`config.mk`:
```
export PLATFORM = sky130hd
export DESIGN_NAME = next_pc_unit
export DESIGN_NICKNAME = d
export VERILOG_FILES = /design/src/rtl/mips_pc_pkg.sv /design/src/rtl/pc_target_calc.sv /design/src/rtl/next_pc_unit.sv
export SDC_FILE = /design/constraint.sdc
export NUM_CORES = 1
export LEC_CHECK = 0
export CORE_MARGIN = 2
export CORE_UTILIZATION = 44
export CTS_BUF_LIST = sky130_fd_sc_hd__clkbuf_4 sky130_fd_sc_hd__clkbuf_8
export DETAILED_ROUTE_END_ITERATION = 12
export PLACE_DENSITY = 0.8
export SLEW_MARGIN = 10
export SYNTH_ARGS = -nofsm -noshare
export SYNTH_HDL_FRONTEND = slang
export SYNTH_SLANG_ARGS = --single-unit
```
`constraint.sdc`:
```
create_clock -name clk -period 3.79 [get_ports clk]
set_input_delay 0.5685 -clock clk [delete_from_list [all_inputs] [get_ports clk]]
set_output_delay 0.5685 -clock clk [all_outputs]
set_load 0.01 [all_outputs]
```
`src/rtl/mips_pc_pkg.sv`:
```
// Shared definitions for the program-counter stage: FSM state encoding
// and the architectural PC constants.
package mips_pc_pkg;

    typedef enum logic [1:0] {
        BOOT = 2'd0,
        RUN  = 2'd1,
        HALT = 2'd2
    } pc_state_t;

    localparam logic [31:0] PC_STEP   = 32'd4;
    localparam logic [31:0] TEXT_BASE = 32'h0000_3000;

endpackage

```
`src/rtl/pc_target_calc.sv`:
```
// Combinational next-PC selection: halt > jr > jmp > branch > sequential.
// Also reports which path won so the caller can update side state.
module pc_target_calc (
    input  logic [31:0] pc,
    input  logic [31:0] pc_plus4,
    input  logic        halt,
    input  logic        jr,
    input  logic [31:0] jr_target,
    input  logic        jmp,
    input  logic [25:0] jump_index,
    input  logic        pcsel,
    input  logic [15:0] branch_imm,
    output logic [31:0] next_pc,
    output logic        jr_sel,
    output logic        jmp_sel,
    output logic        br_sel
);

    logic [31:0] branch_off;

    assign branch_off = {{14{branch_imm[15]}}, branch_imm, 2'b00};

    // Priority mux; lower-priority controls are ignored once a higher one wins.
    always_comb begin
        next_pc = pc_plus4;
        jr_sel  = 1'b0;
        jmp_sel = 1'b0;
        br_sel  = 1'b0;
        if (halt) begin
            next_pc = pc;
        end else if (jr) begin
            next_pc = {jr_target[31:2], 2'b00};
            jr_sel  = 1'b1;
        end else if (jmp) begin
            next_pc = {pc_plus4[31:28], jump_index, 2'b00};
            jmp_sel = 1'b1;
        end else if (pcsel) begin
            next_pc = pc_plus4 + branch_off;
            br_sel  = 1'b1;
        end
    end

endmodule

```
`src/rtl/next_pc_unit.sv`:
```
// Program-counter stage: PC register, boot/run/halt sequencing,
// retired-instruction counter and sticky JR misalignment flag.
// Optional macro BRANCH_STATS_EN adds taken_cnt / jump_cnt outputs.
//
// state | meaning
// BOOT  | one cycle after reset, no fetch, PC holds
// RUN   | fetching; PC advances and instructions retire when en=1
// HALT  | syscall halt; frozen until reset
module next_pc_unit
    import mips_pc_pkg::*;
#(
    parameter logic [31:0] RESET_PC    = TEXT_BASE,
    parameter int          IMEM_ADDR_W = 10
) (
    input  logic                   clk,
    input  logic                   rst_n,
    input  logic                   en,
    input  logic                   pcsel,
    input  logic [15:0]            branch_imm,
    input  logic                   jmp,
    input  logic [25:0]            jump_index,
    input  logic                   jr,
    input  logic [31:0]            jr_target,
    input  logic                   halt,
    output logic [31:0]            pc,
    output logic [31:0]            pc_plus4,
    output logic [IMEM_ADDR_W-1:0] imem_addr,
    output logic                   fetch_valid,
    output logic                   halted,
    output logic                   misalign_err,
`ifdef BRANCH_STATS_EN
    output logic [31:0]            taken_cnt,
    output logic [31:0]            jump_cnt,
`endif
    output logic [31:0]            retire_cnt
);

    pc_state_t   state;
    logic [31:0] pc_q;
    logic [31:0] next_pc;
    logic        jr_sel;
    logic        jmp_sel;
    logic        br_sel;
    logic        advance;

    assign pc          = pc_q;
    assign pc_plus4    = pc_q + PC_STEP;
    assign imem_addr   = pc_q[IMEM_ADDR_W+1:2];
    assign fetch_valid = (state == RUN);
    assign halted      = (state == HALT);
    assign advance     = (state == RUN) && en;

    pc_target_calc u_target (
        .pc         (pc_q),
        .pc_plus4   (pc_plus4),
        .halt       (halt),
        .jr         (jr),
        .jr_target  (jr_target),
        .jmp        (jmp),
        .jump_index (jump_index),
        .pcsel      (pcsel),
        .branch_imm (branch_imm),
        .next_pc    (next_pc),
        .jr_sel     (jr_sel),
        .jmp_sel    (jmp_sel),
        .br_sel     (br_sel)
    );

    // State sequencing; reset has absolute priority over stall and halt.
    always_ff @(posedge clk) begin
        if (!rst_n) begin
            state <= BOOT;
        end else begin
            case (state)
                BOOT:    state <= RUN;
                RUN:     if (en && halt) state <= HALT;
                HALT:    state <= HALT;
                default: state <= BOOT;
            endcase
        end
    end

    // PC, retire counter and sticky misalignment flag advance only in RUN with en.
    always_ff @(posedge clk) begin
        if (!rst_n) begin
            pc_q         <= RESET_PC;
            retire_cnt   <= 32'd0;
            misalign_err <= 1'b0;
        end else if (advance) begin
            pc_q       <= next_pc;
            retire_cnt <= retire_cnt + 32'd1;
            if (jr_sel && (jr_target[1:0] != 2'b00)) misalign_err <= 1'b1;
        end
    end

`ifdef BRANCH_STATS_EN
    // Branch/jump statistics, counted on the path actually selected.
    always_ff @(posedge clk) begin
        if (!rst_n) begin
            taken_cnt <= 32'd0;
            jump_cnt  <= 32'd0;
        end else if (advance) begin
            if (br_sel)             taken_cnt <= taken_cnt + 32'd1;
            if (jr_sel || jmp_sel)  jump_cnt  <= jump_cnt + 32'd1;
        end
    end
`else
    logic unused_sel;
    assign unused_sel = br_sel ^ jmp_sel;
`endif

endmodule

```
==> results by group <==
Synthesis
  • Synth Area in Simple Gates: 0.2606
  • Synth top area share: 0.2241
  • Adder-cell area share of the yosys netlist: 0.08966
  • Largest family of logic cells by synthesized area: simple AND/OR/NAND/NOR gates
  • Top FF cell, synth: dfxtp_1
  • EDFF count, synth: 0
  • Ys async rst share: 0
  • Post-Synthesis Cells: 792
  • Flops & latches, synth: between 60 and 70
  • Post-Synthesis Cell Area: 5806 µm²
  • Synth area leaders: dfxtp_1, ha_1, a21oi_1
  • Yosys top cell by area: dfxtp_1
  • Xor/xnor share of the synthesized area: 0.1026
  • Yosys warns: 0
  • Mean Syn Cell Area: 7.330 µm²
  • Synth Area in Compound Gates: 0.2489
  • Post-synth cell types: 70
  • Post-synthesis sequential area ratio: 0.2241
  • Post-synthesis mux area share: 0.01379

STA
  • Final Slew Violations: 0
  • Worst setup margin: 0.1705 ns
  • Endpoints failing setup: 0
  • Hold Fails Final Rpt: 0
  • Final min period: 3.620 ns
  • Worst clock skew: 0.01137 ns
  • Worst Tran Pin Value: between 0.7 and 0.8 ns
  • Slew margin rel.: 0.4900
  • Max Freq: between 200 and 300 MHz
  • Crit share post-route: 0.9550

Pwr
  • Sw Ratio: 0.3857
  • Peak VDD IR: between 0.0002 and 0.0003 V
  • Cell-internal power: between 1500 and 2000 µW
  • Clock power share: 0.227
  • Static Leak: roughly 0.0033 µW
  • Sequential power share: 0.317
  • Power share of the combinational group: 0.456
  • P_sw: 974.0 µW
  • P per Cell Area: 308.9 nW/µm²

Route
  • First-pass DRT Iterations: 5
  • Routed Antenna Nets: 0
  • Vias per inst: 5.720
  • Drt drc: 0
  • Routed wire per std cell: ~18 µm
  • Via count: 6601
  • DR iter-0 viols: 491
  • Final wirelength: 20.43 mm

Cells and area
  • Reg area: 1305 µm²
  • Nets: 1099
  • Final Util: 0.6399
  • Area delta synth->final: 40.80%
  • Layout Cells excl Fill: 1154
  • Footprint of the multi-input gates: between 4000 and 5000 µm²
  • Layout cells sized above 1: 0.08350
  • Inserted Diodes: 0
  • Design area: 8174 µm²
  • Fillers: 1135

Placed design
  • Placer Congestion: 0.9565
  • Placed cells: 1137
  • Final HPWL DP: between 15 and 20 mm
  • Number of I/O port buffers: around 190
  • Post-placement cell area: 7906 µm²
  • Post-Place Worst Slack: 0.009400 ns

Clock tree
  • CTS Buffer Depth: 2
  • H-tree depth: 3
  • CTS tree: built
  • Clk_lat worst skew: approximately 0.37 ns
  • CTS Buf Count: 9
  • Clk sinks: 65
  • Clock Pin Slew Worst Setup and Hold Paths: roughly 0.080 ns
  • CTS root buf: clkbuf_8
  • CTS Hold Bufs: 0

Worst setup path
  • CP Class: reg -> reg
  • Crit Path Max Fanout: 9
  • Startpoint types: flop
  • Critical Path End Type: flop
  • Critical Path AT: between 3 and 4 ns
  • CP Data Required Time: about 4.1 ns

Global routing
  • Gr usage total: 0.2821
  • Largest net degree at the start of global routing: between 40 and 50
  • Congestion Overflow GR: 0
  • Vias in the first global route: 6264
  • First-pass GRT wire length: 32.01 mm
  • Initial antenna violation count: 0

Run
  • Max_cap viols: 0

Worst hold path
  • Worst min-delay path class: reg -> reg

Floorplanning
  • Core ar.: 12770 µm²
  • Num ports: 190
  • Die height: 118.9 µm
  • Chip width: 118.9 µm
  • Starting Density: 0.4545
  • Row Count: 41
  • Total die area: about 14000 µm²

Run status
  • Status: complete, no violations
[per-layer routing]
layer  global-route usage  routed length, µm
met5                    0                  0
met4              0.09821                535
met3              0.09148               1971
met2               0.4368               8968
met1               0.3683               8953
[worst max-delay path, cell delays in order (launching register included)]
cell and delay (ns):
dfxtp_1 0.48, and3_1 0.24, and3_1 0.43, and2_2 0.25, xor2_1 0.39, ha_1 0.35
nand2_1 0.14, o21ai_0 0.17, nor2_2 0.19, a211oi_1 0.15, or3_2 0.48, o211ai_2 0.19
nor3_2 0.06
[stage by stage]
| step | setup TNS (ns) | hold WS [ns] | total power, µW |
|---|---|---|---|
| floorplan | 0 | 0.4905 | 1457 |
| global placement | 0 | 0.4490 | 1915 |
| detailed placement | 0 | 0.4898 | 1925 |
| CTS | 0 | 0.5044 | 2512 |
| global route | -0.01297 | 0.5194 | 2674 |
| finish | 0 | 0.4951 | 2525 |
[registers in the layout, indices dropped and copies added, names as in the netlist]
signal	flops
state	2
pc	30
misalign_err	1
retire_cnt	32
[cell usage after synthesis, types with 8 or more instances]
master and n:
a21o_1 19, a21oi_1 70, and3_1 21, buf_4 14, clkbuf_1 33, dfxtp_1 65, ha_1 40, inv_1 26
mux2i_1 8, nand2_1 79, nand3_1 44, nand4_1 13, nor2_1 79, nor3_1 16, o211ai_1 17, o21ai_0 53
or3_1 17, xnor2_1 32, xor2_1 36
[cell usage in the layout, fill, tap and decap left out, drive strengths merged, types with 3 or more instances in the layout]
cell / count
clkdlybuf4s50: 184
nand2: 79
nor2: 79
a21oi: 70
dfxtp: 65
o21ai: 53
nand3: 46
ha: 40
buf: 38
xor2: 36
xnor2: 32
inv: 26
and3: 22
a21o: 19
or3: 18
o211ai: 18
nor3: 18
nand4: 13
clkbuf: 11
mux2i: 8
nor4: 7
and4: 6
a211oi: 6
o21a: 5
nand2b: 5
o221ai: 4
o22ai: 4
nor2b: 4
conb: 4
a221oi: 4
o31ai: 4
o311ai: 4
clkinv: 4
o21bai: 3
or2: 3
a2111oi: 3
[final cells by class]
type / instances / area share
inverter: 27 / 0.01240
timing repair buffer: 222 / 0.2599
tap: 172 / 0.02633
multi-input combinational: 652 / 0.5189
clock buffer: 11 / 0.01776
sequential: 65 / 0.1597
clock inverter: 5 / 0.005051
[kinds of logic after synthesis]
kind of cell | count (synthesis)
buffers and inverters | 78
other | 1
flip-flops | 65
AND/OR/NAND/NOR | 306
XOR/XNOR | 68
multiplexers | 8
adder cells (fa/ha/maj) | 41
AO/OA/AOI/OAI | 225
[power groups by stage]
| stage | logic (µW) | registers, µW | clock network (µW) |
|---|---|---|---|
| after global placement | 1110 | 809 | 0 |
| final | 1150 | 800 | 574 |
| after CTS | 1120 | 796 | 594 |
| after global routing | 1250 | 806 | 621 |
| after detailed placement | 1110 | 811 | 0 |
| after floorplan | 636 | 821 | 0 |
[what timing repair did]
action,CTS,global route
setup buffers,0,1
endpoints found under the hold margin,0,0
resized for setup,0,18
endpoints found under the setup margin,0,13
[final timing paths]
check,from,cells past startpoint,end,slack [ns]
worst min-delay path,misalign_err$_SDFFE_PN0P_,2,misalign_err$_SDFFE_PN0P_,0.50
worst max register to register,pc[12]$_SDFFE_PN1P_,12,pc[31]$_SDFFE_PN0P_,0.17
worst min register to register,misalign_err$_SDFFE_PN0P_,2,misalign_err$_SDFFE_PN0P_,0.50
worst max-delay path,pc[12]$_SDFFE_PN1P_,12,pc[31]$_SDFFE_PN0P_,0.17
Power figures use the tool's default switching activity.
